===== config.mk =====
export PLATFORM = sky130hd
export DESIGN_NAME = decode_stage_flat
export DESIGN_NICKNAME = d
export VERILOG_FILES = /design/src/rtl/decode_stage_pkg.sv /design/src/rtl/decode_stage_if.sv /design/src/rtl/decode_stage_regfile.sv /design/src/rtl/decode_stage.sv /design/src/flat_wrapper.sv
export SDC_FILE = /design/constraint.sdc
export NUM_CORES = 2
export LEC_CHECK = 0
export BUFFER_PORTS_ARGS = -buffer_cell sky130_fd_sc_hd__buf_2
export CAP_MARGIN = 20
export CORE_AREA = 10 10 595 597
export CTS_BUF_LIST = sky130_fd_sc_hd__clkbuf_16
export DETAILED_ROUTE_END_ITERATION = 16
export DIE_AREA = 0 0 605 607
export PLACE_DENSITY = 0.48
export SKIP_LAST_GASP = 1
export SLEW_MARGIN = 20
export SYNTH_ARGS = -nofsm -noshare
export SYNTH_HDL_FRONTEND = slang
export SYNTH_SLANG_ARGS = --single-unit
export TNS_END_PERCENT = 10

===== constraint.sdc =====
create_clock -name clk -period 3.4 [get_ports clk]
set_clock_uncertainty 0.15 [all_clocks]
set_input_delay 0.85 -clock clk [delete_from_list [all_inputs] [get_ports clk]]
set_output_delay 0.85 -clock clk [all_outputs]
set_load 0.1 [all_outputs]

===== src/rtl/decode_stage_pkg.sv =====
// Shared decode-stage types: instruction-type and opcode constants, the D-register field
// bundle, and bit offsets of the packed prediction-metadata bus used by fetch/decode/execute.
package decode_stage_pkg;

    localparam logic [2:0] TYPER = 3'd0;
    localparam logic [2:0] TYPEI = 3'd1;
    localparam logic [2:0] TYPES = 3'd2;
    localparam logic [2:0] TYPEB = 3'd3;
    localparam logic [2:0] TYPEU = 3'd4;
    localparam logic [2:0] TYPEJ = 3'd5;

    localparam logic [6:0] OP_LUI    = 7'b0110111;
    localparam logic [6:0] OP_AUIPC  = 7'b0010111;
    localparam logic [6:0] OP_JAL    = 7'b1101111;
    localparam logic [6:0] OP_JALR   = 7'b1100111;
    localparam logic [6:0] OP_BRANCH = 7'b1100011;
    localparam logic [6:0] OP_LOAD   = 7'b0000011;
    localparam logic [6:0] OP_STORE  = 7'b0100011;
    localparam logic [6:0] OP_IMM    = 7'b0010011;
    localparam logic [6:0] OP_REG    = 7'b0110011;

    typedef struct packed {
        logic [31:0] pc;
        logic [6:0]  opcode;
        logic [4:0]  rd;
        logic [4:0]  rs1;
        logic [4:0]  rs2;
        logic [9:0]  funct;
        logic [31:0] imm;
        logic [2:0]  instr_type;
    } d_fields_t;

    // Spec bus, LSB upward: local_taken, gshare_taken, lht, ras_snap, ras_sp, pred_pc, ghr,
    // pred_taken, is_jump.
    localparam int SPEC_LOCAL_TAKEN  = 0;
    localparam int SPEC_GSHARE_TAKEN = 1;
    localparam int SPEC_LHT_LSB      = 2;

    function automatic int spec_ras_snap_lsb(input int n);
        return 2 + n;
    endfunction

    function automatic int spec_ras_sp_lsb(input int n, input int ras_depth);
        return 2 + n + ras_depth * 32;
    endfunction

    function automatic int spec_pred_pc_lsb(input int n, input int ras_w, input int ras_depth);
        return 2 + n + ras_depth * 32 + ras_w;
    endfunction

    function automatic int spec_ghr_lsb(input int n, input int ras_w, input int ras_depth);
        return spec_pred_pc_lsb(n, ras_w, ras_depth) + 32;
    endfunction

    function automatic int spec_width(input int n, input int ras_w, input int ras_depth);
        return 4 + 2 * n + 32 + ras_w + ras_depth * 32;
    endfunction

    function automatic logic uses_rs1(input logic [2:0] t);
        return (t == TYPER) || (t == TYPEI) || (t == TYPES) || (t == TYPEB);
    endfunction

    function automatic logic uses_rs2(input logic [2:0] t);
        return (t == TYPER) || (t == TYPES) || (t == TYPEB);
    endfunction

endpackage


===== src/rtl/decode_stage_if.sv =====
// Fetch->decode->execute pipeline bus: handshake, fetched fields in, latched fields out.
interface decode_stage_if #(parameter int SPEC_W = 576);
    logic              f_to_d_valid;
    logic              d_allow_in;
    logic              e_allow_in;
    logic              d_to_e_valid;
    logic              flush;
    logic [31:0]       f_pc;
    logic [6:0]        f_opcode;
    logic [4:0]        f_rd;
    logic [4:0]        f_rs1;
    logic [4:0]        f_rs2;
    logic [9:0]        f_funct;
    logic [31:0]       f_imm;
    logic [2:0]        f_instr_type;
    logic [SPEC_W-1:0] f_spec_bus;
    logic [31:0]       d_pc;
    logic [6:0]        d_opcode;
    logic [4:0]        d_rd;
    logic [4:0]        d_rs1;
    logic [4:0]        d_rs2;
    logic [9:0]        d_funct;
    logic [31:0]       d_imm;
    logic [2:0]        d_instr_type;
    logic [SPEC_W-1:0] d_spec_bus;
    logic [31:0]       d_rs1_val;
    logic [31:0]       d_rs2_val;

    modport master (
        output f_to_d_valid, e_allow_in, flush, f_pc, f_opcode, f_rd, f_rs1, f_rs2,
               f_funct, f_imm, f_instr_type, f_spec_bus,
        input  d_allow_in, d_to_e_valid, d_pc, d_opcode, d_rd, d_rs1, d_rs2, d_funct,
               d_imm, d_instr_type, d_spec_bus, d_rs1_val, d_rs2_val
    );

    modport slave (
        input  f_to_d_valid, e_allow_in, flush, f_pc, f_opcode, f_rd, f_rs1, f_rs2,
               f_funct, f_imm, f_instr_type, f_spec_bus,
        output d_allow_in, d_to_e_valid, d_pc, d_opcode, d_rd, d_rs1, d_rs2, d_funct,
               d_imm, d_instr_type, d_spec_bus, d_rs1_val, d_rs2_val
    );
endinterface


===== src/rtl/decode_stage_regfile.sv =====
// 32x32 architectural register file: two async reads, one sync write, x0 hardwired to zero,
// and write-through so a same-cycle read of the register being written sees the new data.
module decode_stage_regfile (
    input  logic        clk,
    input  logic        rst,
    input  logic        we,
    input  logic [4:0]  waddr,
    input  logic [31:0] wdata,
    input  logic [4:0]  raddr1,
    input  logic [4:0]  raddr2,
    output logic [31:0] rdata1,
    output logic [31:0] rdata2
);
    logic [31:0][31:0] regs;

    always_ff @(posedge clk) begin
        if (rst) begin
            regs <= '0;
        end else if (we && waddr != 5'd0) begin
            regs[waddr] <= wdata;
        end
    end

    always_comb begin
        rdata1 = regs[raddr1];
        if (raddr1 == 5'd0)
            rdata1 = '0;
        else if (we && waddr == raddr1)
            rdata1 = wdata;
    end

    always_comb begin
        rdata2 = regs[raddr2];
        if (raddr2 == 5'd0)
            rdata2 = '0;
        else if (we && waddr == raddr2)
            rdata2 = wdata;
    end
endmodule


===== src/rtl/decode_stage.sv =====
// Decode stage: D pipeline register, register file, operand bypass and hazard stall.
// Build option DECODE_FWD_EN enables the E/M bypasses; without it, E/M dependencies stall.
module decode_stage
    import decode_stage_pkg::*;
#(
    parameter int N         = 12,
    parameter int RAS_DEPTH = 16,
    parameter int RAS_W     = 4,
    parameter int SPEC_W    = spec_width(N, RAS_W, RAS_DEPTH)
) (
    input  logic          clk,
    input  logic          rst,
    decode_stage_if.slave bus,
    input  logic          e_valid,
    input  logic          e_wr_en,
    input  logic          e_is_load,
    input  logic [4:0]    e_rd,
    input  logic [31:0]   e_result,
    input  logic          m_wr_en,
    input  logic [4:0]    m_rd,
    input  logic [31:0]   m_result,
    input  logic          w_wr_en,
    input  logic [4:0]    w_rd,
    input  logic [31:0]   w_data
);
    d_fields_t         d_q;
    logic [SPEC_W-1:0] spec_q;
    logic              d_valid;
    logic              use1, use2, e_hit, stall, ready_go, allow_in;
    logic [31:0]       rf_rs1, rf_rs2, rs1_val, rs2_val;

    assign use1  = uses_rs1(d_q.instr_type);
    assign use2  = uses_rs2(d_q.instr_type);
    assign e_hit = e_valid && e_wr_en && e_rd != 5'd0 &&
                   ((use1 && e_rd == d_q.rs1) || (use2 && e_rd == d_q.rs2));

`ifdef DECODE_FWD_EN
    assign stall = d_valid && e_hit && e_is_load;
`else
    logic m_hit;
    assign m_hit = m_wr_en && m_rd != 5'd0 &&
                   ((use1 && m_rd == d_q.rs1) || (use2 && m_rd == d_q.rs2));
    // Without E/M bypasses any in-flight producer of a used source must drain first.
    assign stall = d_valid && (e_hit || m_hit);
    logic unused_fwd;
    assign unused_fwd = ^{e_is_load, e_result, m_result};
`endif

    assign ready_go         = ~stall;
    assign allow_in         = ~d_valid || (ready_go && bus.e_allow_in);
    assign bus.d_allow_in   = allow_in;
    assign bus.d_to_e_valid = d_valid && ready_go;

    always_ff @(posedge clk) begin
        if (rst) begin
            d_valid <= 1'b0;
            d_q     <= '0;
            spec_q  <= '0;
        end else begin
            if (allow_in && bus.f_to_d_valid) begin
                d_q <= '{pc: bus.f_pc, opcode: bus.f_opcode, rd: bus.f_rd, rs1: bus.f_rs1,
                         rs2: bus.f_rs2, funct: bus.f_funct, imm: bus.f_imm,
                         instr_type: bus.f_instr_type};
                spec_q <= bus.f_spec_bus;
            end
            if (bus.flush)
                d_valid <= 1'b0;
            else if (allow_in)
                d_valid <= bus.f_to_d_valid;
        end
    end

    decode_stage_regfile u_rf (
        .clk    (clk),
        .rst    (rst),
        .we     (w_wr_en),
        .waddr  (w_rd),
        .wdata  (w_data),
        .raddr1 (d_q.rs1),
        .raddr2 (d_q.rs2),
        .rdata1 (rf_rs1),
        .rdata2 (rf_rs2)
    );

    // Youngest producer wins; the regfile already folds in the W write-through.
    always_comb begin
        rs1_val = rf_rs1;
        if (d_q.rs1 == 5'd0)
            rs1_val = '0;
`ifdef DECODE_FWD_EN
        else if (e_valid && e_wr_en && !e_is_load && e_rd == d_q.rs1)
            rs1_val = e_result;
        else if (m_wr_en && m_rd == d_q.rs1)
            rs1_val = m_result;
`endif
    end

    always_comb begin
        rs2_val = rf_rs2;
        if (d_q.rs2 == 5'd0)
            rs2_val = '0;
`ifdef DECODE_FWD_EN
        else if (e_valid && e_wr_en && !e_is_load && e_rd == d_q.rs2)
            rs2_val = e_result;
        else if (m_wr_en && m_rd == d_q.rs2)
            rs2_val = m_result;
`endif
    end

    assign bus.d_pc         = d_q.pc;
    assign bus.d_opcode     = d_q.opcode;
    assign bus.d_rd         = d_q.rd;
    assign bus.d_rs1        = d_q.rs1;
    assign bus.d_rs2        = d_q.rs2;
    assign bus.d_funct      = d_q.funct;
    assign bus.d_imm        = d_q.imm;
    assign bus.d_instr_type = d_q.instr_type;
    assign bus.d_spec_bus   = spec_q;
    assign bus.d_rs1_val    = rs1_val;
    assign bus.d_rs2_val    = rs2_val;
endmodule


===== src/flat_wrapper.sv =====
// flat-port wrapper written by rule: the top's interface ports become plain ports
module decode_stage_flat import decode_stage_pkg::*;
#(
    parameter int N         = 12,
    parameter int RAS_DEPTH = 16,
    parameter int RAS_W     = 4,
    parameter int SPEC_W    = spec_width(N, RAS_W, RAS_DEPTH)
)
  (clk, rst, e_valid, e_wr_en, e_is_load, e_rd, e_result, m_wr_en, m_rd, m_result, w_wr_en, w_rd, w_data, bus_f_to_d_valid, bus_e_allow_in, bus_flush, bus_f_pc, bus_f_opcode, bus_f_rd, bus_f_rs1, bus_f_rs2, bus_f_funct, bus_f_imm, bus_f_instr_type, bus_f_spec_bus, bus_d_allow_in, bus_d_to_e_valid, bus_d_pc, bus_d_opcode, bus_d_rd, bus_d_rs1, bus_d_rs2, bus_d_funct, bus_d_imm, bus_d_instr_type, bus_d_spec_bus, bus_d_rs1_val, bus_d_rs2_val);
  decode_stage_if #(.SPEC_W(SPEC_W)) bus_i ();
  input  logic clk;
  input  logic rst;
  input  logic e_valid;
  input  logic e_wr_en;
  input  logic e_is_load;
  input  logic [4:0] e_rd;
  input  logic [31:0] e_result;
  input  logic m_wr_en;
  input  logic [4:0] m_rd;
  input  logic [31:0] m_result;
  input  logic w_wr_en;
  input  logic [4:0] w_rd;
  input  logic [31:0] w_data;
  input wire logic [$bits(bus_i.f_to_d_valid)-1:0] bus_f_to_d_valid;
  input wire logic [$bits(bus_i.e_allow_in)-1:0] bus_e_allow_in;
  input wire logic [$bits(bus_i.flush)-1:0] bus_flush;
  input wire logic [$bits(bus_i.f_pc)-1:0] bus_f_pc;
  input wire logic [$bits(bus_i.f_opcode)-1:0] bus_f_opcode;
  input wire logic [$bits(bus_i.f_rd)-1:0] bus_f_rd;
  input wire logic [$bits(bus_i.f_rs1)-1:0] bus_f_rs1;
  input wire logic [$bits(bus_i.f_rs2)-1:0] bus_f_rs2;
  input wire logic [$bits(bus_i.f_funct)-1:0] bus_f_funct;
  input wire logic [$bits(bus_i.f_imm)-1:0] bus_f_imm;
  input wire logic [$bits(bus_i.f_instr_type)-1:0] bus_f_instr_type;
  input wire logic [$bits(bus_i.f_spec_bus)-1:0] bus_f_spec_bus;
  output wire logic [$bits(bus_i.d_allow_in)-1:0] bus_d_allow_in;
  output wire logic [$bits(bus_i.d_to_e_valid)-1:0] bus_d_to_e_valid;
  output wire logic [$bits(bus_i.d_pc)-1:0] bus_d_pc;
  output wire logic [$bits(bus_i.d_opcode)-1:0] bus_d_opcode;
  output wire logic [$bits(bus_i.d_rd)-1:0] bus_d_rd;
  output wire logic [$bits(bus_i.d_rs1)-1:0] bus_d_rs1;
  output wire logic [$bits(bus_i.d_rs2)-1:0] bus_d_rs2;
  output wire logic [$bits(bus_i.d_funct)-1:0] bus_d_funct;
  output wire logic [$bits(bus_i.d_imm)-1:0] bus_d_imm;
  output wire logic [$bits(bus_i.d_instr_type)-1:0] bus_d_instr_type;
  output wire logic [$bits(bus_i.d_spec_bus)-1:0] bus_d_spec_bus;
  output wire logic [$bits(bus_i.d_rs1_val)-1:0] bus_d_rs1_val;
  output wire logic [$bits(bus_i.d_rs2_val)-1:0] bus_d_rs2_val;
  assign bus_i.f_to_d_valid = bus_f_to_d_valid;
  assign bus_i.e_allow_in = bus_e_allow_in;
  assign bus_i.flush = bus_flush;
  assign bus_i.f_pc = bus_f_pc;
  assign bus_i.f_opcode = bus_f_opcode;
  assign bus_i.f_rd = bus_f_rd;
  assign bus_i.f_rs1 = bus_f_rs1;
  assign bus_i.f_rs2 = bus_f_rs2;
  assign bus_i.f_funct = bus_f_funct;
  assign bus_i.f_imm = bus_f_imm;
  assign bus_i.f_instr_type = bus_f_instr_type;
  assign bus_i.f_spec_bus = bus_f_spec_bus;
  assign bus_d_allow_in = bus_i.d_allow_in;
  assign bus_d_to_e_valid = bus_i.d_to_e_valid;
  assign bus_d_pc = bus_i.d_pc;
  assign bus_d_opcode = bus_i.d_opcode;
  assign bus_d_rd = bus_i.d_rd;
  assign bus_d_rs1 = bus_i.d_rs1;
  assign bus_d_rs2 = bus_i.d_rs2;
  assign bus_d_funct = bus_i.d_funct;
  assign bus_d_imm = bus_i.d_imm;
  assign bus_d_instr_type = bus_i.d_instr_type;
  assign bus_d_spec_bus = bus_i.d_spec_bus;
  assign bus_d_rs1_val = bus_i.d_rs1_val;
  assign bus_d_rs2_val = bus_i.d_rs2_val;
  decode_stage #(.N(N), .RAS_DEPTH(RAS_DEPTH), .RAS_W(RAS_W), .SPEC_W(SPEC_W)) u_core (.clk(clk), .rst(rst), .bus(bus_i), .e_valid(e_valid), .e_wr_en(e_wr_en), .e_is_load(e_is_load), .e_rd(e_rd), .e_result(e_result), .m_wr_en(m_wr_en), .m_rd(m_rd), .m_result(m_result), .w_wr_en(w_wr_en), .w_rd(w_rd), .w_data(w_data));
endmodule

# [After elaboration in Yosys (flattened, before gate mapping)]
# Index checks and enable logic that the tools add are counted.
# Widths: inputs -> output; s select.
[op_classes] order_cmp=4 n_eq_ne=9 n_mux=11 bitwise_logic=2 reduce_logical=33
[ops] op="$bwmux 1024" n=1
[ops] op="$bmux 32 s5" n=2
[ops] op="$mux 32" n=7
[ops] op="$demux 32 s5" n=1
[ops] op="$eq 5x5->1" n=6
[ops] op="$lt 5x6->1 const B" n=3
[ops] op="$logic_and 1x1->1" n=17
[ops] op="$reduce_bool 5->1" n=3
[ops] op="$logic_not 5->1" n=2
[ops] op="$logic_or 1x1->1" n=9
[ops] op="$eq 3x2->1 const B" n=2
[ops] op="$ge 5x1->1 const B" n=1
[ops] op="$eq 3x1->1 const B" n=1
[ops] op="$logic_not 3->1" n=1
[ops] op="$not 1->1" n=2
[ops] op="$reduce_or 2->1" n=1
[totals] regBits=1700 input_bits=796 out_inout_bits=741 elab_cells=101

# [Longest topological paths before layout]
[depth] depth_word=13 ltp_mapped=10 depth_no_buf=6

# [Hierarchy]
# Synthesis repeated with hierarchy kept, for this count alone.
[hier_totals] cells_unflattened=9063 area_unflattened_um2=83639.0
[by_module_without_submodules] module="decode_stage_regfile" instances=1 cells_per_inst=6022 area_per_inst_um2=52105.0 seq_area_each_um2=20499.7
[by_module_without_submodules] module="decode_stage" instances=1 cells_per_inst=3041 area_per_inst_um2=31534.0 seq_area_each_um2=13533.0

# [Least setup slack after synthesis]
# Ideal clock, no wire load.
[synth_path] path_kind="reg2out" start="reg u_core.d_q (netlist bit u_core.bus.d_rs2[1])" end="out bus_d_rs2_val[24]" arrival_ns=4.728 required_time_ns=2.400 path_slack_ns=-2.328 stages_incl_launch_ff=9 n_path_buf=4 path_cell_list="dfxtp_1 -> buf_2 -> buf_6 -> buf_4 -> buf_4 -> mux4_2 -> mux2i_1 -> mux4_2 -> a211oi_1"
[synth_between] elab_chain_cells=4 elab_cells_between_ends=7 cone_classes="eq/ne: 1; mux: 4; reduce/logical: 2"
[synth_lines] item="start: declaration" line_no="decode_stage.sv:26" source="d_fields_t d_q;"
[synth_lines] item="start signal: assignment" line_no="decode_stage.sv:61" source="d_q <= '{pc: bus.f_pc, opcode: bus.f_opcode, rd: bus.f_rd, rs1: bus.f_rs1,"
[synth_lines] item="$bmux 32 s5 or $eq 5x5->1 (tied branches)" line_no="decode_stage_regfile.sv:33, decode_stage_regfile.sv:36"
[synth_lines] item="$mux 32 (not written as such) or $logic_and 1x1->1 (tied branches)" line_no="decode_stage_regfile.sv:33, decode_stage_regfile.sv:36"
[synth_lines] item="$mux 32" line_no="decode_stage_regfile.sv:36" source="else if (we && waddr == raddr2)"
[synth_lines] item="$mux 32 *" line_no="decode_stage.sv:100" source="if (d_q.rs2 == 5'd0)"
[synth_lines] item="end: declaration" line_no="flat_wrapper.sv:48" source="output wire logic [$bits(bus_i.d_rs2_val)-1:0] bus_d_rs2_val;"
# Every way passes the cells marked *; elsewhere a longest branch is shown, timed or not. The select of a mux whose other input is x is not followed.

# [Worst setup path in the final report]
[layout_path] start="reg u_core.d_q (netlist bit u_core.bus.d_rs1[0])" end="out bus_d_rs1_val[13]"
[layout_between] elab_chain_cells=4 elab_cells_between_ends=7 cone_classes="eq/ne: 1; mux: 4; reduce/logical: 2"
[layout_lines] item="$bmux 32 s5 or $eq 5x5->1 (tied branches)" line_no="decode_stage_regfile.sv:25, decode_stage_regfile.sv:28"
[layout_lines] item="$mux 32 (not written as such) or $logic_and 1x1->1 (tied branches)" line_no="decode_stage_regfile.sv:25, decode_stage_regfile.sv:28"
[layout_lines] item="$mux 32" line_no="decode_stage_regfile.sv:28" source="else if (we && waddr == raddr1)"
[layout_lines] item="$mux 32 *" line_no="decode_stage.sv:88" source="if (d_q.rs1 == 5'd0)"
[layout_lines] item="end: declaration" line_no="flat_wrapper.sv:47" source="output wire logic [$bits(bus_i.d_rs1_val)-1:0] bus_d_rs1_val;"
# Marks and branches as above.

==> flow_metrics.tcl <==
set metrics [dict create \
    switching_component_of_the_power_w 0.0193 \
    largest_net_degree_at_the_start_of_global_routing 121 \
    grt_pass1_wl_um 730000 \
    synth.area.mux_share_pct 25.8 \
    final_layout_size_suffix_gt1_share_pct 31.6 \
    setup.worst_path.start_class "flip-flop" \
    failed_checks "setup timing" \
    maxCapViolCount 0 \
    worst_r2r_path_depth 14 \
    detail_route.drc_violations 0 \
    final.min_clock_period_ns 4.67 \
    dpl.cell_count 14500 \
    synth-xor-area-share_pct 0.315 \
    routed_wire_length_um 578000 \
    critical_path_class "flip-flop to primary output" \
    ys_types 38 \
    totalPowerFinal_w 0.0549 \
    firstDrtPassIters 8 \
    postPlaceCellArea_mm2 0.101 \
    clock_sinks 1700 \
    htree_num_levels 4 \
    initial_antenna_violation_count 322 \
    power.share.clock_pct 39.6 \
    rr_endpoint "u_core.bus.d_spec_bus[359]" \
    grtUsageTotal_pct 29.7 \
    post_synth_and_or_nand_nor_area_fraction_pct 20.5 \
    postSynthAreaPerCell_um2 9.64 \
    setup-violations-final 326 \
    tightest_slew_ns 1.05 \
    worst_slack_ns -1.27 \
    p_sw_share_pct 35.2 \
    worst_ep_arrival_time_ns 3.67 \
    maxSlewViolCount 0 \
    synth_top_family_by_area "multiplexers" \
    chipWidth_um 605 \
    clock_tree.buffer_depth 4 \
    hold_path_startpoint "bus_f_spec_bus[34]" \
    post_drt_via_cell_ratio 5.08 \
    total_half_perimeter_wirelength_after_legalization_and_detailed_placement_um 455000 \
    die_area_mm2 0.367 \
    drtIter0Drc 10700 \
    yosys_most_used_dff "sky130_fd_sc_hd__dfxtp_1" \
    area_share_of_fa_ha_maj_cells_after_synthesis_pct 0 \
    clock_insertion_delay_worst_skew_ns 0.96 \
    async_reset_ff_share_pct 0 \
    part_of_the_yosys_area_used_for_sequential_elements_pct 40.8 \
    synthToLayoutAreaGrowth_pct 33.9 \
    cts_root_buf "sky130_fd_sc_hd__clkbuf_16" \
    critical_path.reg2reg.startpoint "u_core.bus.d_rs1[1]" \
    pwr-share-seq_pct 38.3 \
    min_path_cells 3 \
    finalNetCount 11200 \
    clk_pin_slew_worst_paths_ns 0.06 \
    cts_made_buffers 207 \
    timing.critical_path.fanout_max 14 \
    source_of_the_critical_timing_path "u_core.bus.d_rs1[0]" \
    cellPowerDensity_mw_per_mm2 491 \
    row_count 215 \
    rsz0062_at_grt "yes" \
    internal_power_consumption_w 0.0355 \
    postSynthRegisterBits 1700 \
    synth_compound_gate_area_share_pct 6.96 \
    avgRoutedWirePerCell_um 37.9 \
    critPathCaptureType "primary output" \
    final.hold.worst_slack_ns 0.0653 \
    filler_free_cell_count_of_the_finished_design 15300 \
    residual_overflow_from_global_routing 0 \
    antenna_violating_nets_post_route 0 \
    postLayoutCellArea_mm2 0.112 \
    tcrit_tclk_final_pct 137 \
    power.combinational.fraction_pct 22.2 \
    via_count 77500 \
    fmax_ghz 0.214 \
    max-slew-margin-rel_pct 30.5 \
    floorplan.initialDensity_pct 24.4 \
    final_hold_viol_count 0 \
    first_global_vias 70300 \
    run_status "finished with violations" \
    port-buffer-count 1471 \
    syn-instance-count 8657 \
    leakage_nw 42.3 \
    hold_path.class "input port to flip-flop" \
    mappedNetlistNets 9453 \
    required_ns 2.40 \
    yosysWarningCount 0 \
    die_h_um 607 \
    syn_area_mm2 0.0835 \
    pin_count 1537 \
    gp_congestion 1.13 \
    min_to "u_core.bus.d_spec_bus[34]" \
    number_of_enable_flip_flop_cells_after_synthesis 0 \
    design.core.area_mm2 0.342 \
    cts_tree "done" \
    ir_drop_mv 0.481 \
    r2r_setup_slack_ns -0.13 \
]
worst max path at each step:
stage | to | cells past startpoint
floorplan | bus_d_rs1_val[11] | 6
CTS | bus_d_rs1_val[22] | 7
detailed placement | bus_d_rs2_val[22] | 9
global route | bus_d_rs1_val[4] | 8
finish | bus_d_rs1_val[13] | 8
global placement | bus_d_rs1_val[20] | 7
layout make-up:
type / count / area, um^2
well taps: 4557 / 5700
repair buffers: 2367 / 18900
diodes: 168 / 420
flip-flops and latches: 1700 / 34100
clock buffers: 207 / 5180
clock inverters: 164 / 1180
multi-input cells: 6105 / 46300
fillers: 35500 / 230000
cell usage in the layout, fill, tap and decap left out, types with 33 or more instances in the layout:
cell                               n
sky130_fd_sc_hd__a211oi_4         62
sky130_fd_sc_hd__a21oi_1         993
sky130_fd_sc_hd__buf_12          278
sky130_fd_sc_hd__buf_2          1398
sky130_fd_sc_hd__buf_4           477
sky130_fd_sc_hd__buf_6            33
sky130_fd_sc_hd__clkbuf_16       216
sky130_fd_sc_hd__clkinv_1         61
sky130_fd_sc_hd__clkinv_2         34
sky130_fd_sc_hd__dfxtp_1        1690
sky130_fd_sc_hd__diode_2         168
sky130_fd_sc_hd__dlygate4sd3_1   130
sky130_fd_sc_hd__inv_1            41
sky130_fd_sc_hd__mux2i_1         768
sky130_fd_sc_hd__mux4_2          604
sky130_fd_sc_hd__nand2_1        1988
sky130_fd_sc_hd__nand2b_1       1350
sky130_fd_sc_hd__nor2_1           60
sky130_fd_sc_hd__nor2b_1          50
logic make-up (layout without fill, tap and decap cells):
family	count (synthesis)	count (layout)
other	0	168
DFF	1700	1700
muxes	1394	1394
buffers and inverters	852	2738
xor gates and xnor gates	30	30
and+or+nand+nor	3579	3579
AOI/OAI and AO/OA	1102	1102
sequential cells by signal, summed over array words and instances (netlist names):
signal	cells
u_core.bus.d_pc	32
u_core.bus.d_rs1	5
u_core.bus.d_rs2	5
u_core.d_valid	1
u_core.bus.d_instr_type	3
u_core.bus.d_opcode	7
u_core.u_rf.regs	1024
u_core.bus.d_spec_bus	576
u_core.bus.d_funct	10
u_core.bus.d_rd	5
u_core.bus.d_imm	32
cell usage after synthesis, drive strengths merged, types with 28 or more instances:
cell type	number	area, um^2
a211oi	102	766
a21oi	993	4970
buf	237	2430
clkbuf	615	2350
dfxtp	1700	34000
mux2i	790	7910
mux4	604	13600
nand2	2019	7580
nand2b	1350	8450
nor2	99	372
nor2b	52	325
xor2	28	245
stage by stage:
step / setup TNS (ns) / setup WS, ns / utilization, %
6_report: -87.69 / -1.27 / 32.7
2_1_floorplan: -22.96 / -0.372 / -
3_3_place_gp: -46.51 / -1.01 / 29.5
4_1_cts: -91.10 / -1.28 / 32.3
5_1_grt: -117.31 / -1.28 / 32.6
3_5_place_dp: -42.83 / -0.944 / 29.5
critical path: stages (launching register included):
cell and delay [ns]:
sky130_fd_sc_hd__dfxtp_4 0.40, sky130_fd_sc_hd__buf_12 0.16, sky130_fd_sc_hd__buf_4 0.13, sky130_fd_sc_hd__buf_12 0.14
sky130_fd_sc_hd__mux4_2 0.51, sky130_fd_sc_hd__mux4_2 0.51, sky130_fd_sc_hd__a211oi_4 0.55, sky130_fd_sc_hd__nor3_4 0.10
sky130_fd_sc_hd__buf_12 0.19
routing by layer:
metal	GRT usage [%]	vias up	routed length, um	part of all wire (%)
met4	11.8	50	29100	5.0
li1	-	33000	-	-
met5	0	-	350	0.061
met3	12.1	977	71700	12
met1	36.9	38800	223000	39
met2	45.9	4634	253000	44
power by group through the flow:
stage               registers [W]  logic (W)  clock network (W)
global placement           0.0214     0.0114                  0
floorplan                  0.0250    0.00345                  0
detailed placement         0.0214     0.0114                  0
CTS                        0.0210     0.0120             0.0220
finish                     0.0210     0.0122             0.0217
global route               0.0210     0.0124             0.0227
repair_timing:
action | CTS | global route
setup buffers | 75 | 52
setup endpoints to repair | 431 | 631
pin swaps | 30 | 47
cloned | 14 | 12
hold buffers | 130 | 0
hold endpoints to repair | 130 | 0
gates resized for setup | 133 | 87
Note: power is estimated with default switching activity, not from simulation.
